<file path="src/rtl/if_fetch_unit.sv">
// Instruction fetch stage: owns the PC, talks to imem with a req/ack
// handshake and presents if_pc/if_inst to the IF/ID register.
module if_fetch_unit #(
   parameter logic [31:0] RESET_PC = 32'h0000_0000,
   parameter int unsigned MAX_WAIT = 16
) (
   input  logic        clk,
   input  logic        rst,
   input  logic [5:0]  stall,
   input  logic        flush,
   input  logic [31:0] new_pc,
   input  logic        branch_flag_i,
   input  logic [31:0] branch_target_address_i,
   output logic        imem_req,
   output logic [31:0] imem_addr,
   input  logic        imem_ack,
   input  logic [31:0] imem_rdata,
   output logic [31:0] if_pc,
   output logic [31:0] if_inst,
   output logic        stallreq_if,
   output logic        fetch_err
);

   typedef enum logic [1:0] {
      ST_RST,
      ST_REQ,
      ST_VALID,
      ST_DROP
   } state_t;

   localparam logic [7:0] WAIT_LAST = 8'(MAX_WAIT - 1);

   state_t      state_q, state_d;
   logic [31:0] fetch_pc_q, fetch_pc_d;
   logic        pend_br_q, pend_br_d;
   logic [31:0] pend_tgt_q, pend_tgt_d;
   logic [7:0]  wait_cnt_q, wait_cnt_d;
   logic        imem_req_q, imem_req_d;
   logic [31:0] imem_addr_q, imem_addr_d;
   logic [31:0] if_pc_q, if_pc_d;
   logic [31:0] if_inst_q, if_inst_d;
   logic        stallreq_q, stallreq_d;
   logic        fetch_err_q, fetch_err_d;
   logic        consume;
   logic        enter_req;
   logic        cont_wait;
   logic        stall_unused;

   // only stall[1] gates the IF/ID register
   assign stall_unused = ^{stall[5:2], stall[0]};
   assign consume = (state_q == ST_VALID) && !stall[1];

   // next-state, PC, branch bookkeeping and registered output values
   always_comb begin
      state_d     = state_q;
      fetch_pc_d  = fetch_pc_q;
      pend_br_d   = pend_br_q;
      pend_tgt_d  = pend_tgt_q;
      if_pc_d     = if_pc_q;
      if_inst_d   = if_inst_q;
      imem_addr_d = imem_addr_q;
      enter_req   = 1'b0;
      cont_wait   = 1'b0;
      if (branch_flag_i) begin
         pend_br_d  = 1'b1;
         pend_tgt_d = branch_target_address_i;
      end
      case (state_q)
         ST_RST: state_d = ST_REQ;
         ST_REQ: begin
            if (imem_ack) begin
               if_inst_d = imem_rdata;
               if_pc_d   = fetch_pc_q;
               state_d   = ST_VALID;
            end
         end
         ST_VALID: begin
            if (consume) begin
               state_d   = ST_REQ;
               pend_br_d = 1'b0;
               if (branch_flag_i)
                  fetch_pc_d = branch_target_address_i;
               else if (pend_br_q)
                  fetch_pc_d = pend_tgt_q;
               else
                  fetch_pc_d = fetch_pc_q + 32'd4;
            end
         end
         ST_DROP: begin
            if (imem_ack)
               state_d = ST_REQ;
         end
         default: state_d = ST_RST;
      endcase
      // an unacked request is still owed by memory, so drain it
      if (flush && state_q != ST_RST) begin
         fetch_pc_d = new_pc;
         pend_br_d  = 1'b0;
         pend_tgt_d = pend_tgt_q;
         if_inst_d  = '0;
         if_pc_d    = '0;
         if (state_q != ST_VALID && !imem_ack)
            state_d = ST_DROP;
         else
            state_d = ST_REQ;
      end
      enter_req = (state_d == ST_REQ) &&
                  (state_q != ST_REQ || imem_ack);
      if (enter_req) begin
         imem_addr_d = {fetch_pc_d[31:2], 2'b00};
         if_inst_d   = '0;
      end
      imem_req_d = (state_d == ST_REQ) || (state_d == ST_DROP);
      stallreq_d = imem_req_d;
      cont_wait  = imem_req_d && (state_d == state_q) && !imem_ack;
      if (!cont_wait)
         wait_cnt_d = '0;
      else if (wait_cnt_q == WAIT_LAST)
         wait_cnt_d = wait_cnt_q;
      else
         wait_cnt_d = wait_cnt_q + 8'd1;
      fetch_err_d = imem_req_d && (wait_cnt_d == WAIT_LAST) &&
                    !(cont_wait && wait_cnt_q == WAIT_LAST);
   end

   // state and output registers, synchronous reset
   always_ff @(posedge clk) begin
      if (rst) begin
         state_q     <= ST_RST;
         fetch_pc_q  <= RESET_PC;
         pend_br_q   <= 1'b0;
         pend_tgt_q  <= '0;
         wait_cnt_q  <= '0;
         imem_req_q  <= 1'b0;
         imem_addr_q <= '0;
         if_pc_q     <= '0;
         if_inst_q   <= '0;
         stallreq_q  <= 1'b0;
         fetch_err_q <= 1'b0;
      end else begin
         state_q     <= state_d;
         fetch_pc_q  <= fetch_pc_d;
         pend_br_q   <= pend_br_d;
         pend_tgt_q  <= pend_tgt_d;
         wait_cnt_q  <= wait_cnt_d;
         imem_req_q  <= imem_req_d;
         imem_addr_q <= imem_addr_d;
         if_pc_q     <= if_pc_d;
         if_inst_q   <= if_inst_d;
         stallreq_q  <= stallreq_d;
         fetch_err_q <= fetch_err_d;
      end
   end

   assign imem_req    = imem_req_q;
   assign imem_addr   = imem_addr_q;
   assign if_pc       = if_pc_q;
   assign if_inst     = if_inst_q;
   assign stallreq_if = stallreq_q;
   assign fetch_err   = fetch_err_q;

endmodule

</file>
<file path="config.mk">
export PLATFORM = sky130hd
export DESIGN_NAME = if_fetch_unit
export DESIGN_NICKNAME = d
export VERILOG_FILES = /design/src/rtl/if_fetch_unit.sv
export SDC_FILE = /design/constraint.sdc
export NUM_CORES = 1
export LEC_CHECK = 0
export ABC_CLOCK_PERIOD_IN_PS = 2770
export CORE_ASPECT_RATIO = 0.75
export CORE_UTILIZATION = 49
export DETAILED_ROUTE_END_ITERATION = 8
export PLACE_DENSITY = 0.9
export SLEW_MARGIN = 20
export SYNTH_ARGS = -nofsm -noshare
export SYNTH_HDL_FRONTEND = slang
export SYNTH_SLANG_ARGS = --single-unit
export TNS_END_PERCENT = 5
</file>
<file path="constraint.sdc">
create_clock -name clk -period 2.77 [get_ports clk]
set_clock_uncertainty 0.1 [all_clocks]
set_input_delay 0.6925 -clock clk [delete_from_list [all_inputs] [get_ports clk]]
set_output_delay 0.6925 -clock clk [all_outputs]
set_load 0.005 [all_outputs]
</file>
==> impl_metrics.csv, run 1 <==
group,metric,value,unit
timing,setup_tns,0,ns
worst_hold_path,min_delay_worst_endpoint,"if_inst[30]$_SDFFE_PP0P_",
global_route,overflow,0,
critical_path,worst-r2r-cell-count,8,
cts,cts_tree,"yes",
route,wl_per_cell,18.88,um
timing,timing.final.crit_share,0.9151,
placed_design,dpl_cell_area,10530,sq um
synth,synth_area_leaders,"dfxtp_1 (43%), nand2_1 (12%), a21oi_1 (9.2%), nor2_1 (3.9%), clkbuf_1 (3.0%)",
run,drv_cap,0,
synth,ys_seq_area_frac,0.4263,
cts,htree_levels,4,
cts,postCtsSetupRepairBufs,0,
layout,antenna_cells,0,
outcome,status,"finished clean",
critical_path,arrival,2.74,ns
critical_path,reg2reg_to,"imem_addr[6]$_SDFFE_PP0P_",
worst_hold_path,worstHoldPathType,"reg2reg",
placed_design,dp_hpwl,20.64,mm
cts,ctsHoldBuffers,0,
timing,setup_viol,0,
synth,yosys.area.top_type,"dfxtp_1",
cts,cts_buffers,17,
critical_path,reg2reg_setup_slack,0.24,ns
cts,clk_path_buf_depth,2,
route,postRouteAntennaNets,0,
placed_design,portBuffers,198,
floorplan,ioPinCount,206,
cts,cts_num_sinks,170,
floorplan,initial_core_util,0.5000,
worst_hold_path,worstHoldPathCells,2,
cts,ctsRootBufferMaster,"clkbuf_16",
route,routed_wl,28.19,mm
timing,slew_viol_final,0,
layout,design_area,11170,sq um
route,via_per_inst,5.926,
critical_path,reg2reg_from,"fetch_pc_q[2]$_SDFF_PP0_",
layout,stdcell_count,1493,
layout,nNetsFinal,1379,
global_route,antenna_found_initial,0,
synth,synth_top_cell_area_share,0.4263,
power_and_ir_drop,p_leak,3.931,nW
global_route,first_global_vias,8056,
power_and_ir_drop,total_power,6.252,mW
timing,min_period,2.535,ns
floorplan,fp.dieW,149.4,um
layout,fill_cells,1245,
layout,fin_util,0.6995,
floorplan,dieArea,16810,sq um
floorplan,coreArea,15970,sq um
cts,clk_latency,0.44,ns
critical_path,cp-start-kind,"flop",
floorplan,fp.dieH,112.5,um
layout,layout-drive-gt1-share,0.1044,
critical_path,worstSetupPathType,"reg2reg",
timing,worst_pin_slew,0.9196,ns
cts,cts-resized-gates,0,
critical_path,worstPathMaxFanout,10,
timing,max_freq,394.5,MHz
placed_design,place_inst,1461,
power_and_ir_drop,irDropWorstVdd,0.0003762,V
synth,synth.avg_cell_area,7.495,sq um
synth,async_flop_share,0,
floorplan,rows,40,
synth,syn_inst,1065,
layout,regArea,3403,sq um
placed_design,gp_congestion,0.9661,
global_route,grt_pass1_wl,43.08,mm
synth,synth_ff_type,"dfxtp_1",
synth,syn_area,7983,sq um
synth,synth_edf_count,0,
critical_path,cp_data_required_time,2.97,ns
timing,slew_headroom,0.3791,
global_route,grt_max_degree,65,
route,route.detailed.drc,0,
cts,path_clk_slew,0.07,ns
layout,synthToLayoutAreaGrowth,39.91,%
worst_hold_path,hold_path_startpoint,"if_inst[30]$_SDFFE_PP0P_",
synth,yosys_warnings,0,
synth,ys_types,72,
power_and_ir_drop,power_density,559.8,nW/um^2
timing,rsz0062_at_grt,"no",
route,vias,8847,
critical_path,cp-end-kind,"flop",
global_route,grt_usage,0.3328,
layout,multi_input_area,4198,sq um
timing,hold_violations,0,
route,dr.first_iter.drc_count,1183,
route,drt-pass1-iter-count,6,
synth,synth-seq-cells,170,
-- per-layer routing --
layer | GRT usage | vias to the layer above | share of wire
met2 | 0.5272 | 593 | 0.44
li1 | - | 4124 | -
met3 | 0.06504 | 70 | 0.12
met4 | 0.1136 | 0 | 0.024
met1 | 0.4506 | 4060 | 0.42
met5 | 0 | - | 0
-- area by class of cell --
class | count | area share
Multi-Input combinational cell | 794 | 0.3759
Sequential cell | 170 | 0.3047
Timing Repair Buffer | 276 | 0.2346
Clock buffer | 18 | 0.03932
Tap cell | 210 | 0.02353
Clock inverter | 14 | 0.01826
Inverter | 11 | 0.003697
-- report_power, final --
| group | internal (mW) | switching (mW) | leakage [nW] | total (mW) |
|---|---|---|---|---|
| logic | 0.458 | 0.512 | 2.24 | 0.970 |
| clock network | 1.55 | 1.06 | 0.305 | 2.62 |
| registers | 2.56 | 0.109 | 1.39 | 2.67 |
-- state kept, by name, indices dropped and copies added (netlist names) --
name and count:
pend_tgt_q 32, wait_cnt_q 8, fetch_pc_q 32, fetch_err 1
state_q 2, pend_br_q 1, imem_addr 30, if_pc 32
if_inst 32
-- layout by cell type (no fill, tap or decap), drive strengths merged, types with 4 or more instances in the layout --
cell type,n
nand3b,11
or3,7
mux2i,5
xor2,5
o31ai,12
a31oi,8
o21ai,42
nand2b,10
a211oi,16
nand2,255
a32oi,4
a2111oi,5
buf,80
and3,8
nand3,26
clkbuf,18
nor2,83
o21a,7
and2,4
a21oi,147
nand4,11
nor3b,6
inv,17
clkdlybuf4s50,196
o31a,5
bufinv,4
nor3,31
nor4,11
xnor2,7
o311ai,4
nor2b,4
o211ai,7
dfxtp,170
a311oi,5
-- through the flow --
stage          hold WS, ns  setup WS [ns]
2_1_floorplan       0.3312         0.3531
3_3_place_gp        0.3381       -0.03050
3_5_place_dp        0.3457       -0.07961
4_1_cts             0.3547         0.2945
5_1_grt             0.3703         0.1669
6_report            0.3554         0.2352
-- cells in the mapped netlist (10+ instances only) --
| library cell | number |
|---|---|
| o21ai_0 | 37 |
| nand3b_1 | 11 |
| nand2_1 | 255 |
| o31ai_1 | 12 |
| clkbuf_1 | 64 |
| dfxtp_1 | 170 |
| nand4_1 | 10 |
| nand2b_1 | 10 |
| a21oi_1 | 147 |
| nor2_1 | 83 |
| buf_1 | 16 |
| nor3_1 | 31 |
| a211oi_1 | 15 |
| nand3_1 | 25 |
-- cell families (layout without fill, tap and decap cells) --
family / Yosys count / in the layout / synth area share
flops: 170 / 170 / 0.4263
fa+ha+maj: 2 / 2 / 0.003134
buf+inv: 102 / 319 / 0.05141
other cells: 1 / 2 / 0.0004698
compound gates: 289 / 289 / 0.2194
mux: 7 / 7 / 0.009091
simple gates: 482 / 482 / 0.2770
xor+xnor: 12 / 12 / 0.01317
-- worst max path at each step --
stage	from	endpoint
after CTS	fetch_pc_q[2]$_SDFF_PP0_	imem_addr[6]$_SDFFE_PP0P_
after global placement	stall[1]	imem_addr[29]$_SDFFE_PP0P_
after detailed placement	stall[1]	imem_addr[20]$_SDFFE_PP0P_
final	fetch_pc_q[2]$_SDFF_PP0_	imem_addr[6]$_SDFFE_PP0P_
after global routing	stall[1]	imem_addr[31]$_SDFFE_PP0P_
after floorplan	stall[1]	imem_addr[27]$_SDFFE_PP0P_
-- critical path, stage by stage, from the launching register on --
cell and delay [ns]:
dfxtp_1 0.58, ha_1 0.25, buf_4 0.15, nand3_1 0.09
xnor2_1 0.15, mux2i_1 0.08, o21ai_0 0.37, o21bai_1 0.14
a2111oi_0 0.48
Power figures use the tool's default switching activity.
==> run 2: changes to the inputs <==
Settings changed: ABC_CLOCK_PERIOD_IN_PS 2770 to 2750.
Clock period 2.77 ns to 2.75 ns, I/O delays scaled along.
==> impl_metrics.csv, run 2 (synthesized netlist as in run 1, its figures left out) <==
group,metric,value,unit
worst_hold_path,worstHoldPathType,"reg2reg",
critical_path,cp_data_required_time,2.96,ns
power_and_ir_drop,p_leak,3.951,nW
global_route,antenna_found_initial,0,
floorplan,rows,40,
cts,cts_tree,"yes",
route,routed_wl,27.14,mm
global_route,overflow,0,
timing,timing.final.crit_share,0.9153,
route,dr.first_iter.drc_count,1174,
cts,path_clk_slew,0.07,ns
cts,htree_levels,4,
critical_path,arrival,2.73,ns
power_and_ir_drop,seq_power_share,0.424,
floorplan,coreArea,15970,sq um
critical_path,worstPathMaxFanout,7,
cts,postCtsSetupRepairBufs,0,
power_and_ir_drop,swShare,0.2600,
power_and_ir_drop,combPwrFrac,0.155,
timing,rsz0062_at_grt,"no",
timing,slew_headroom,0.5246,
timing,min_period,2.517,ns
global_route,grt_pass1_wl,42.03,mm
power_and_ir_drop,total_power,6.322,mW
cts,ctsHoldBuffers,0,
timing,max_freq,397.3,MHz
critical_path,cp-end-kind,"flop",
floorplan,ioPinCount,206,
power_and_ir_drop,irDropWorstVdd,0.0003928,V
route,drt-pass1-iter-count,8,
power_and_ir_drop,net-switching-power,1.644,mW
layout,layout-drive-gt1-share,0.1023,
power_and_ir_drop,power_density,564.3,nW/um^2
floorplan,fp.dieW,149.4,um
route,wl_per_cell,18.21,um
floorplan,fp.dieH,112.5,um
critical_path,worstSetupPathType,"in2reg",
route,via_per_inst,5.914,
cts,ctsRootBufferMaster,"clkbuf_16",
route,postRouteAntennaNets,0,
cts,cts-resized-gates,0,
timing,worst_pin_slew,0.7041,ns
cts,clk_path_buf_depth,2,
cts,clk_latency,0.43,ns
layout,fin_util,0.7017,
layout,antenna_cells,0,
layout,nNetsFinal,1376,
global_route,first_global_vias,7922,
timing,hold_violations,0,
global_route,grt_usage,0.3238,
timing,slew_viol_final,0,
route,route.detailed.drc,0,
floorplan,initial_core_util,0.5000,
layout,synthToLayoutAreaGrowth,40.34,%
timing,hold_slack,0.3518,ns
power_and_ir_drop,clock_power_share,0.421,
global_route,grt_max_degree,65,
outcome,status,"finished clean",
timing,setup_viol,0,
placed_design,dp_hpwl,20.04,mm
power_and_ir_drop,p_int,4.678,mW
run,drv_cap,0,
cts,cts_num_sinks,170,
layout,final_cell_mix,"nand2_1 (255), clkdlybuf4s50_1 (196), dfxtp_1 (170)",
placed_design,gp_congestion,0.9586,
route,vias,8812,
critical_path,cp-start-kind,"primary input",
layout,final_common_cell,"nand2_1",
placed_design,portBuffers,198,
cts,cts_buffers,17,
floorplan,dieArea,16810,sq um
==> run 2: final timing paths <==
check | endpoint | cells past startpoint | slack (ns) | from
min | if_inst[18]$_SDFFE_PP0P_ | 2 | 0.35 | if_inst[18]$_SDFFE_PP0P_
max | imem_addr[24]$_SDFFE_PP0P_ | 10 | 0.23 | stall[1]
min reg2reg | if_inst[18]$_SDFFE_PP0P_ | 2 | 0.35 | if_inst[18]$_SDFFE_PP0P_
max reg2reg | imem_addr[24]$_SDFFE_PP0P_ | 8 | 0.29 | fetch_pc_q[2]$_SDFF_PP0_
==> run 2: stage by stage <==
stage,instance area [sq um],setup TNS (ns),std cells,setup WS [ns]
floorplan,7986,0,1066,0.3381
global placement,10540,-0.02222,1458,-0.02222
detailed placement,10540,-0.8073,1458,-0.1759
CTS,11200,0,1490,0.2608
global route,11200,0,1490,0.1162
finish,11200,0,1490,0.2328
==> run 2: area by class of cell <==
type                       instances  area, sq um
inverter                          11        41.29
clock buffer                      21        480.5
timing repair buffer             273         2635
multi-input combinational        794         4198
fill                            1258         4762
sequential                       170         3403
tap                              210        262.8
clock inverter                    11        182.7
==> run 2: power groups by stage <==
stage / combinational, mW / clock, mW / sequential (mW)
2_1_floorplan: 0.461 / 0 / 2.70
3_3_place_gp: 0.939 / 0 / 2.73
3_5_place_dp: 0.956 / 0 / 2.73
4_1_cts: 0.965 / 2.68 / 2.67
5_1_grt: 1.05 / 2.79 / 2.69
6_report: 0.983 / 2.66 / 2.68
==> run 2: critical path, cell delays in order <==
cell and delay (ns):
clkdlybuf4s50_1 0.49, buf_4 0.18, nor3b_2 0.16, buf_4 0.20
buf_4 0.16, nand2_1 0.06, nor4_1 0.27, nor3_1 0.14
a221oi_2 0.26, a211oi_2 0.11
==> run 2: routing by layer <==
| layer | track usage | vias to the layer above | part of all wire |
|---|---|---|---|
| li1 | - | 4123 | - |
| met1 | 0.4539 | 4068 | 0.43 |
| met2 | 0.4969 | 563 | 0.44 |
| met3 | 0.07114 | 58 | 0.11 |
| met4 | 0.09252 | 0 | 0.023 |
| met5 | 0 | - | 0 |
